--- config.mk ---
export PLATFORM = sky130hd
export DESIGN_NAME = btb_update_queue_flat
export DESIGN_NICKNAME = d
export VERILOG_FILES = /design/src/rtl/btb_update_queue_pkg.sv /design/src/rtl/btb_update_queue_if.sv /design/src/rtl/btb_update_queue_storage.sv /design/src/rtl/btb_update_queue.sv /design/src/flat_wrapper.sv
export SDC_FILE = /design/constraint.sdc
export NUM_CORES = 2
export LEC_CHECK = 0
export ABC_AREA = 1
export ABC_CLOCK_PERIOD_IN_PS = 15340
export CORE_MARGIN = 5
export CORE_UTILIZATION = 30
export DETAILED_ROUTE_END_ITERATION = 16
export GPL_ROUTABILITY_DRIVEN = 0
export HOLD_SLACK_MARGIN = 0.05
export SYNTH_ARGS = -nofsm -noshare
export SYNTH_HDL_FRONTEND = slang
export SYNTH_SLANG_ARGS = --single-unit
export TNS_END_PERCENT = 30
--- constraint.sdc ---
create_clock -name clk -period 15.34 [get_ports clk]
set_input_delay 1.534 -clock clk [delete_from_list [all_inputs] [get_ports clk]]
set_output_delay 1.534 -clock clk [all_outputs]
set_load 0.02 [all_outputs]
--- src/rtl/btb_update_queue_pkg.sv ---
// Shared fetch-unit types for the BTB update path: branch results, BTB entries,
// queue entries and the address-to-BTB-field helpers.
package btb_update_queue_pkg;

  localparam int ADDR_WIDTH         = 32;
  localparam int INSN_OFFSET        = 2;
  localparam int INT_ISSUE_WIDTH    = 2;
  localparam int FETCH_WIDTH        = 4;
  localparam int BTB_ENTRY_NUM      = 1024;
  localparam int BTB_INDEX_WIDTH    = $clog2(BTB_ENTRY_NUM);
  localparam int BTB_TAG_WIDTH      = 8;
  localparam int BTB_ADDR_WIDTH     = ADDR_WIDTH - INSN_OFFSET;
  localparam int BTB_QUEUE_SIZE     = 32;
  localparam int BTB_BANK_BIT_WIDTH = $clog2(FETCH_WIDTH);

  typedef logic [ADDR_WIDTH-1:0]              AddrPath;
  typedef logic [BTB_INDEX_WIDTH-1:0]         BTB_IndexPath;
  typedef logic [BTB_TAG_WIDTH-1:0]           BTB_TagPath;
  typedef logic [BTB_ADDR_WIDTH-1:0]          BTB_AddrPath;
  typedef logic [$clog2(BTB_QUEUE_SIZE)-1:0]  BTBQueuePointerPath;

  typedef struct packed {
    logic    valid;
    logic    execTaken;
    AddrPath brAddr;
    AddrPath nextAddr;
    logic    isCondBr;
    logic    isRASPushBr;
    logic    isRASPopBr;
  } BranchResult;

  typedef struct packed {
    logic        valid;
    BTB_TagPath  tag;
    BTB_AddrPath data;
    logic        isCondBr;
    logic        isRASPushBr;
    logic        isRASPopBr;
  } BTB_Entry;

  typedef struct packed {
    AddrPath  wa;
    BTB_Entry wv;
  } BTBQueueEntry;

  function automatic BTB_IndexPath ToBTB_Index(AddrPath addr);
    return addr[INSN_OFFSET +: BTB_INDEX_WIDTH];
  endfunction

  function automatic BTB_TagPath ToBTB_Tag(AddrPath addr);
    return addr[INSN_OFFSET + BTB_INDEX_WIDTH +: BTB_TAG_WIDTH];
  endfunction

  function automatic BTB_AddrPath ToBTB_Addr(AddrPath addr);
    return addr[INSN_OFFSET +: BTB_ADDR_WIDTH];
  endfunction

  // Same bank when the low bank-select bits of the two indices match.
  function automatic logic IsBTB_BankConflict(BTB_IndexPath a, BTB_IndexPath b);
    return a[BTB_BANK_BIT_WIDTH-1:0] == b[BTB_BANK_BIT_WIDTH-1:0];
  endfunction

  function automatic BTBQueueEntry MakeBTBQueueEntry(BranchResult br);
    BTBQueueEntry e;
    e.wa             = br.brAddr;
    e.wv.valid       = 1'b1;
    e.wv.tag         = ToBTB_Tag(br.brAddr);
    e.wv.data        = ToBTB_Addr(br.nextAddr);
    e.wv.isCondBr    = br.isCondBr;
    e.wv.isRASPushBr = br.isRASPushBr;
    e.wv.isRASPopBr  = br.isRASPopBr;
    return e;
  endfunction

endpackage

--- src/rtl/btb_update_queue_if.sv ---
// Bundle between integer execute / fetch-side BTB read and the BTB update queue.
interface btb_update_queue_if
  import btb_update_queue_pkg::*;
#(
  parameter int UPDATE_WIDTH = INT_ISSUE_WIDTH
);
  BranchResult  brResult [UPDATE_WIDTH];
  logic         fetchRE;
  BTB_IndexPath fetchIndex;
  logic         btbWE;
  BTB_IndexPath btbWA;
  BTB_Entry     btbWV;
  logic         full;
  logic         overflow;

  modport master (
    output brResult, fetchRE, fetchIndex,
    input  btbWE, btbWA, btbWV, full, overflow
  );

  modport slave (
    input  brResult, fetchRE, fetchIndex,
    output btbWE, btbWA, btbWV, full, overflow
  );
endinterface

--- src/rtl/btb_update_queue_storage.sv ---
// Queue RAM: one write port per update lane, one asynchronous read port for the head.
// Contents are never reset; the pointer logic keeps stale slots unreachable.
module btb_update_queue_storage
  import btb_update_queue_pkg::*;
#(
  parameter  int QUEUE_SIZE = BTB_QUEUE_SIZE,
  parameter  int WRITE_NUM  = INT_ISSUE_WIDTH,
  localparam int PTR_W      = $clog2(QUEUE_SIZE)
)(
  input  logic             clk,
  input  logic             we [WRITE_NUM],
  input  logic [PTR_W-1:0] wa [WRITE_NUM],
  input  BTBQueueEntry     wv [WRITE_NUM],
  input  logic [PTR_W-1:0] ra,
  output BTBQueueEntry     rv
);

  BTBQueueEntry mem [QUEUE_SIZE];

  always_ff @(posedge clk) begin
    for (int i = 0; i < WRITE_NUM; i++) begin
      if (we[i]) mem[wa[i]] <= wv[i];
    end
  end

  assign rv = mem[ra];

endmodule

--- src/rtl/btb_update_queue.sv ---
// Collects taken-branch results into a FIFO and writes them into the BTB one per
// cycle, holding the head back whenever the fetch-side read hits the same bank.
module btb_update_queue
  import btb_update_queue_pkg::*;
#(
  parameter int UPDATE_WIDTH   = INT_ISSUE_WIDTH,
  parameter int QUEUE_SIZE     = BTB_QUEUE_SIZE,
  parameter int BANK_BIT_WIDTH = $clog2(FETCH_WIDTH)
)(
  input logic clk,
  input logic rst,
  btb_update_queue_if.slave bus
);

  localparam int PTR_W = $clog2(QUEUE_SIZE);
  localparam int CNT_W = PTR_W + 1;

  typedef logic [PTR_W-1:0] PtrPath;
  typedef logic [CNT_W-1:0] CountPath;

  PtrPath       head;
  PtrPath       tail;
  CountPath     count;

  logic         laneWE [UPDATE_WIDTH];
  PtrPath       laneWA [UPDATE_WIDTH];
  BTBQueueEntry laneWV [UPDATE_WIDTH];

  BTBQueueEntry headEntry;
  BTB_IndexPath headIndex;
  logic         conflict;
  logic         deq;
  logic         dropped;
  CountPath     capacity;
  CountPath     qualN;
  CountPath     enqN;

  btb_update_queue_storage #(
    .QUEUE_SIZE (QUEUE_SIZE),
    .WRITE_NUM  (UPDATE_WIDTH)
  ) storage (
    .clk (clk),
    .we  (laneWE),
    .wa  (laneWA),
    .wv  (laneWV),
    .ra  (head),
    .rv  (headEntry)
  );

  assign headIndex = ToBTB_Index(headEntry.wa);

  // A single-bank BTB collides with every read; otherwise compare bank-select bits.
  generate
    if (BANK_BIT_WIDTH == 0) begin : gNoBanks
      assign conflict = bus.fetchRE;
    end else if (BANK_BIT_WIDTH == BTB_BANK_BIT_WIDTH) begin : gDefaultBanks
      assign conflict = bus.fetchRE && IsBTB_BankConflict(headIndex, bus.fetchIndex);
    end else begin : gCustomBanks
      assign conflict = bus.fetchRE &&
        (headIndex[BANK_BIT_WIDTH-1:0] == bus.fetchIndex[BANK_BIT_WIDTH-1:0]);
    end
  endgenerate

  assign deq      = !rst && (count != '0) && !conflict;
  assign capacity = CountPath'(QUEUE_SIZE) - count + CountPath'(deq);

  // Compact qualifying lanes from lane 0 upward; anything past capacity is dropped,
  // and once one lane is dropped every later lane is too.
  always_comb begin
    qualN = '0;
    enqN  = '0;
    for (int i = 0; i < UPDATE_WIDTH; i++) begin
      laneWE[i] = 1'b0;
      laneWA[i] = tail + PtrPath'(enqN);
      laneWV[i] = MakeBTBQueueEntry(bus.brResult[i]);
      if (bus.brResult[i].valid && bus.brResult[i].execTaken) begin
        if (qualN < capacity) begin
          laneWE[i] = 1'b1;
          enqN      = enqN + CountPath'(1);
        end
        qualN = qualN + CountPath'(1);
      end
    end
    dropped = (qualN != enqN);
  end

  always_ff @(posedge clk or posedge rst) begin
    if (rst) begin
      head  <= '0;
      tail  <= '0;
      count <= '0;
    end else begin
      if (deq) head <= head + PtrPath'(1);
      tail  <= tail + PtrPath'(enqN);
      count <= count + enqN - CountPath'(deq);
    end
  end

  assign bus.btbWE    = deq;
  assign bus.btbWA    = deq ? headIndex : '0;
  assign bus.btbWV    = deq ? headEntry.wv : '0;
  assign bus.full     = !rst && ((CountPath'(QUEUE_SIZE) - count) < CountPath'(UPDATE_WIDTH));
  assign bus.overflow = !rst && dropped;

endmodule

--- src/flat_wrapper.sv ---
// flat-port wrapper written by rule: the top's interface ports become plain ports
module btb_update_queue_flat import btb_update_queue_pkg::*;
#(
  parameter int UPDATE_WIDTH   = INT_ISSUE_WIDTH,
  parameter int QUEUE_SIZE     = BTB_QUEUE_SIZE,
  parameter int BANK_BIT_WIDTH = $clog2(FETCH_WIDTH)
)
  (clk, rst, bus_brResult, bus_fetchRE, bus_fetchIndex, bus_btbWE, bus_btbWA, bus_btbWV, bus_full, bus_overflow);
  btb_update_queue_if #(.UPDATE_WIDTH(UPDATE_WIDTH)) bus_i ();
  input logic clk;
  input logic rst;
  input wire logic [$bits(bus_i.brResult)-1:0] bus_brResult;
  input wire logic [$bits(bus_i.fetchRE)-1:0] bus_fetchRE;
  input wire logic [$bits(bus_i.fetchIndex)-1:0] bus_fetchIndex;
  output wire logic [$bits(bus_i.btbWE)-1:0] bus_btbWE;
  output wire logic [$bits(bus_i.btbWA)-1:0] bus_btbWA;
  output wire logic [$bits(bus_i.btbWV)-1:0] bus_btbWV;
  output wire logic [$bits(bus_i.full)-1:0] bus_full;
  output wire logic [$bits(bus_i.overflow)-1:0] bus_overflow;
  assign bus_i.brResult = {>>{bus_brResult}};
  assign bus_i.fetchRE = bus_fetchRE;
  assign bus_i.fetchIndex = bus_fetchIndex;
  assign bus_btbWE = bus_i.btbWE;
  assign bus_btbWA = bus_i.btbWA;
  assign bus_btbWV = bus_i.btbWV;
  assign bus_full = bus_i.full;
  assign bus_overflow = bus_i.overflow;
  btb_update_queue #(.UPDATE_WIDTH(UPDATE_WIDTH), .QUEUE_SIZE(QUEUE_SIZE), .BANK_BIT_WIDTH(BANK_BIT_WIDTH)) u_core (.clk(clk), .rst(rst), .bus(bus_i));
endmodule
Word level (Yosys, flattened, before mapping)
Memories as Yosys holds them, arrays and structs flattened.
Index checks and enable logic that the tools add are counted.
{"block": "word_totals", "input_bits": 151, "word_cells": 44, "register_bits": 16, "out_inout_bits": 55, "mem_count": 1, "ramBits": 2336}
{"name": "u_core.storage.mem", "words": 32, "word_bits": 73, "read_ports": 1, "rd_ports_with_merged_regs": 0, "wr": 2, "line_no": "btb_update_queue_storage.sv:18", "text": "BTBQueueEntry mem [QUEUE_SIZE];"}
{"block": "classes", "n_addsub": 9, "muxes": 16, "reduce_logical": 10, "n_lt_le_gt_ge": 3, "eq_ne": 2}
{"cell": "42-bit 2-to-1 mux", "n": 1}
{"cell": "6-bit 2-to-1 mux", "n": 4}
{"cell": "5-bit adder", "n": 2}
{"cell": "1-bit 2-to-1 mux", "n": 10}
{"cell": "10-bit 2-to-1 mux", "n": 1}
{"cell": "1-bit logical AND", "n": 7}
{"cell": "6-bit by 1-bit adder with 6-bit output", "n": 1}
{"cell": "6-bit by 1-bit adder with 6-bit output (second input constant)", "n": 1}
{"cell": "6-bit adder", "n": 1}
{"cell": "1-bit by 6-bit less-than comparator with 1-bit output", "n": 1}
{"cell": "1-bit by 6-bit less-than comparator with 1-bit output (first input constant)", "n": 1}
{"cell": "6-bit by 2-bit less-than comparator with 1-bit output (second input constant)", "n": 1}
{"cell": "6-bit != test", "n": 1}
{"cell": "6-bit nonzero test", "n": 1}
{"cell": "6-bit by 1-bit subtractor with 6-bit output", "n": 1}
{"cell": "6-bit subtractor (first input constant)", "n": 1}
{"cell": "5-bit by 1-bit adder with 5-bit output (second input constant)", "n": 1}
{"cell": "1-bit by 1-bit adder with 2-bit output (second input constant)", "n": 1}
{"cell": "2-bit == test", "n": 1}
{"cell": "1-bit zero test", "n": 2}

Depth between registers and ports, before layout
An unclocked memory read counts as a cell.
{"block": "depth", "word_depth": 14, "depth_mapped": 37, "mapped_depth_nobuf": 32}

Cells and area by module
A second synthesis with hierarchy kept.
{"block": "hier_totals", "hier_cells": 13765, "area_unflattened_um2": 120474.3}
{"mod": "btb_update_queue_storage", "seq_area_each_um2": 71108.2, "instances": 1, "cells_each": 13489, "area_each_um2": 118713.9}
{"mod": "btb_update_queue", "seq_area_each_um2": 400.4, "instances": 1, "cells_each": 276, "area_each_um2": 1760.4}

Least setup slack after synthesis
Ideal clock, no wire load.
{"block": "synth_path", "kind": "in2reg", "from": "in rst", "to": "mem u_core.storage.mem[0][0] (netlist bit) (enable)", "arrival_time_ns": 7.735, "setup_ns": 0.531, "n_path_buf": 2, "path_slack_ns": 7.075, "required_time_ns": 14.809, "path_stages": 16, "cell_sequence": "inv_1 o21ai_0 o21bai_1 buf_4 buf_4 inv_1 ha_1 ha_1 nand3_1 nand3_1 nor2_1 nand3_1 nand2_1 a21oi_1 nand3_1 o21ai_0"}
{"item": "start, declared", "line_no": "flat_wrapper.sv:11", "text": "input logic rst;"}
{"item": "end, declared", "line_no": "btb_update_queue_storage.sv:18"}

==> flow_metrics.tcl <==
set metrics [dict create \
    io_pins 206 \
    ys.flop_type "edfxtp_1" \
    first_pass_iters 6 \
    finalPower_mw 15.61 \
    hold_buffers 0 \
    max_freq_ghz 0.09947 \
    crit_required_ns 15.76 \
    routedWlPerCell_um 24.64 \
    syn_area_per_cell_um2 9.183 \
    layout.nets 8822 \
    cp-start-kind "register" \
    die_h_um 539.6 \
    rsz0062_at_grt "no" \
    setup_viol 0 \
    fill_cells 28210 \
    gr-total-overflow 0 \
    path_class "register to register" \
    layout-drive-gt1-share 0.05364 \
    max_stage_delay_ns 0.80 \
    cts_sinks 1648 \
    yosysUniqueCellTypes 41 \
    h-tree-depth 4 \
    hpwl_um 163800 \
    path_max_fanout 116 \
    start_util 0.3012 \
    max_cap_violations 0 \
    synth_cells 9164 \
    cts_resized 0 \
    drtIter0Drc 10170 \
    outcome "completed" \
    hold_end "u_core.tail[3]" \
    ys_async_sr_fraction 0.009709 \
    tightestPinTransition_ns 1.348 \
    design.core.area_um2 279400 \
    final.period_utilization 0.6553 \
    most-common-layout-cells "3057 x nand2_1, 1632 x edfxtp_1, 1135 x o21ai_0, 686 x a21oi_1, 546 x o21ai_1" \
    final_cells 12520 \
    place_inst 12190 \
    min_from "u_core.tail[3]" \
    die_area_um2 291200 \
    rrSetupSlack_ns 5.29 \
    wirelength_um 308400 \
    cts_buffer_depth 4 \
    wl_met2_um 137800 \
    route.vias.total 69460 \
    post_cts_buffers 0 \
    rows 194 \
    grt.total_usage 0.2022 \
    yosys_warnings 0 \
    final_common_cell "nand2_1" \
    ant_nets 0 \
    wl_met1_um 119600 \
    tns_ns 0 \
    hold_path_depth 1 \
    syn_to_final_growth_pct 10.32 \
    grt_pass1_wl_um 442600 \
    cts_inserted_buffers 177 \
    synth_area_um2 84150 \
    antenna_found_initial 22 \
    top_layer_used "met5" \
    path_clk_slew_ns 0.06 \
    cp-end-kind "register" \
    critPathBufInv 8 \
    slowest_stage "dfrtp_4" \
    path_delay_family "buffers and inverters" \
    timing.rr.start "u_core.head[1]" \
    ys_seq_area_frac 0.5871 \
    power_density_nw_per_um2 168.1 \
    wl_met3_um 35980 \
    synth_edf_count 1632 \
    drc 0 \
    cts-root-buf "clkbuf_16" \
    p_leak_nw 34.74 \
    avgViaCountPerCell 5.550 \
    synth_top_cell_by_area "edfxtp_1" \
    die_w_um 539.6 \
    placement.io_buffers 165 \
    ir_worst_vdd_mv 0.2287 \
    clock_latency_ns 0.85 \
    ff2ff_path_depth 33 \
    syn-num-nets 9337 \
    drv_slew 0 \
    skew_ns 0.04925 \
    cts_tree "yes" \
    min_period_ns 10.05 \
    grt_pass1_vias 64350 \
    grt_max_degree 210 \
    relSlewSlack 0.09856 \
    hold_violations 0 \
    synthTopCellsByArea "edfxtp_1 58%, nand2_1 14%, o21ai_0 6.9%" \
    rr_endpoint "u_core.storage.mem[15][57]" \
    synth_seq_cells 1648 \
    hold_path.class "register to register" \
    worstPathArrival_ns 10.47 \
    netlist.area_leader.share 0.5823 \
]
## cell families after synthesis
logic type      Yosys count  share of synthesized area
simple gates           3628                     0.1694
buf+inv                1122                    0.06308
compound gates         2728                     0.1747
fa+ha+maj                22                   0.003449
xor+xnor                 16                   0.002334
flops                  1648                     0.5871
## per-stage QoR
step	util	area (um^2)	setup WS (ns)	hold slack [ns]
floorplan	-	84150	7.075	0.5487
global placement	0.3133	87520	5.560	0.5859
detailed placement	0.3133	87520	5.516	0.5984
CTS	0.3322	92820	5.496	0.6137
global route	0.3323	92840	4.902	0.6364
finish	0.3323	92840	5.287	0.6194
## worst register-to-register path, delay by kind of cell (launching register included)
family / cells / cell delay (ns)
buf+inv: 8 / 3.61
simple gates: 17 / 2.65
compound gates: 3 / 1.21
fa+ha+maj: 4 / 1.12
flops: 1 / 0.80
xor+xnor: 1 / 0.25
## per-layer routing
layer	up-vias	global-route usage
met5	-	0
met4	4	0.08943
met3	704	0.04384
met2	4337	0.3168
met1	33540	0.2691
li1	30870	-
## layout make-up
type | count | area (um^2) | area share
Tap cell | 3724 | 4659 | 0.05019
Clock buffer | 225 | 4673 | 0.05033
Sequential cell | 1648 | 49420 | 0.5323
Clock inverter | 85 | 628.1 | 0.006765
Antenna cell | 11 | 27.53 | 0.0002965
Timing Repair Buffer | 313 | 2808 | 0.03024
Inverter | 115 | 462.9 | 0.004986
Multi-Input combinational cell | 6394 | 30160 | 0.3249
## synth_stat cells, types with 2 or more instances
cell type	count
nand2_1	3060
edfxtp_1	1632
o21ai_0	1167
a21oi_1	686
o21ai_1	546
clkbuf_1	432
nand3_1	366
buf_2	231
buf_1	205
nor2_1	175
inv_1	106
buf_6	77
a32o_1	76
a22oi_1	62
buf_4	60
a31oi_1	54
a22o_1	49
a32oi_1	31
a211oi_1	28
o211ai_1	27
ha_1	20
dfrtp_1	16
nand3_2	12
xor2_1	11
inv_2	7
nor2_4	3
nor2_8	3
xor2_4	3
clkbuf_2	2
fa_1	2
nand2_2	2
nand2_4	2
nor3_1	2
xnor2_1	2
## registers in the layout, summed over array words and instances, names as in the netlist
signal              flops
u_core.storage.mem   1632
u_core.head             5
u_core.tail             5
u_core.count            6
## power by group
group | internal (mW) | switching, mW | total, mW
sequential | 5.36 | 0.151 | 5.52
combinational | 1.64 | 4.33 | 5.97
clock | 2.30 | 1.83 | 4.12
## worst max path at each step
stage / cells past startpoint / startpoint / endpoint / slack [ns]
floorplan: 16 / rst / u_core.storage.mem[0][0] / 7.07
global route: 33 / u_core.head[1] / u_core.storage.mem[15][57] / 4.90
detailed placement: 33 / u_core.head[1] / u_core.storage.mem[15][49] / 5.52
global placement: 33 / u_core.head[1] / u_core.storage.mem[15][49] / 5.56
CTS: 33 / u_core.head[1] / u_core.storage.mem[15][57] / 5.50
finish: 33 / u_core.head[1] / u_core.storage.mem[15][57] / 5.29
(Power assumes the default switching activity.)
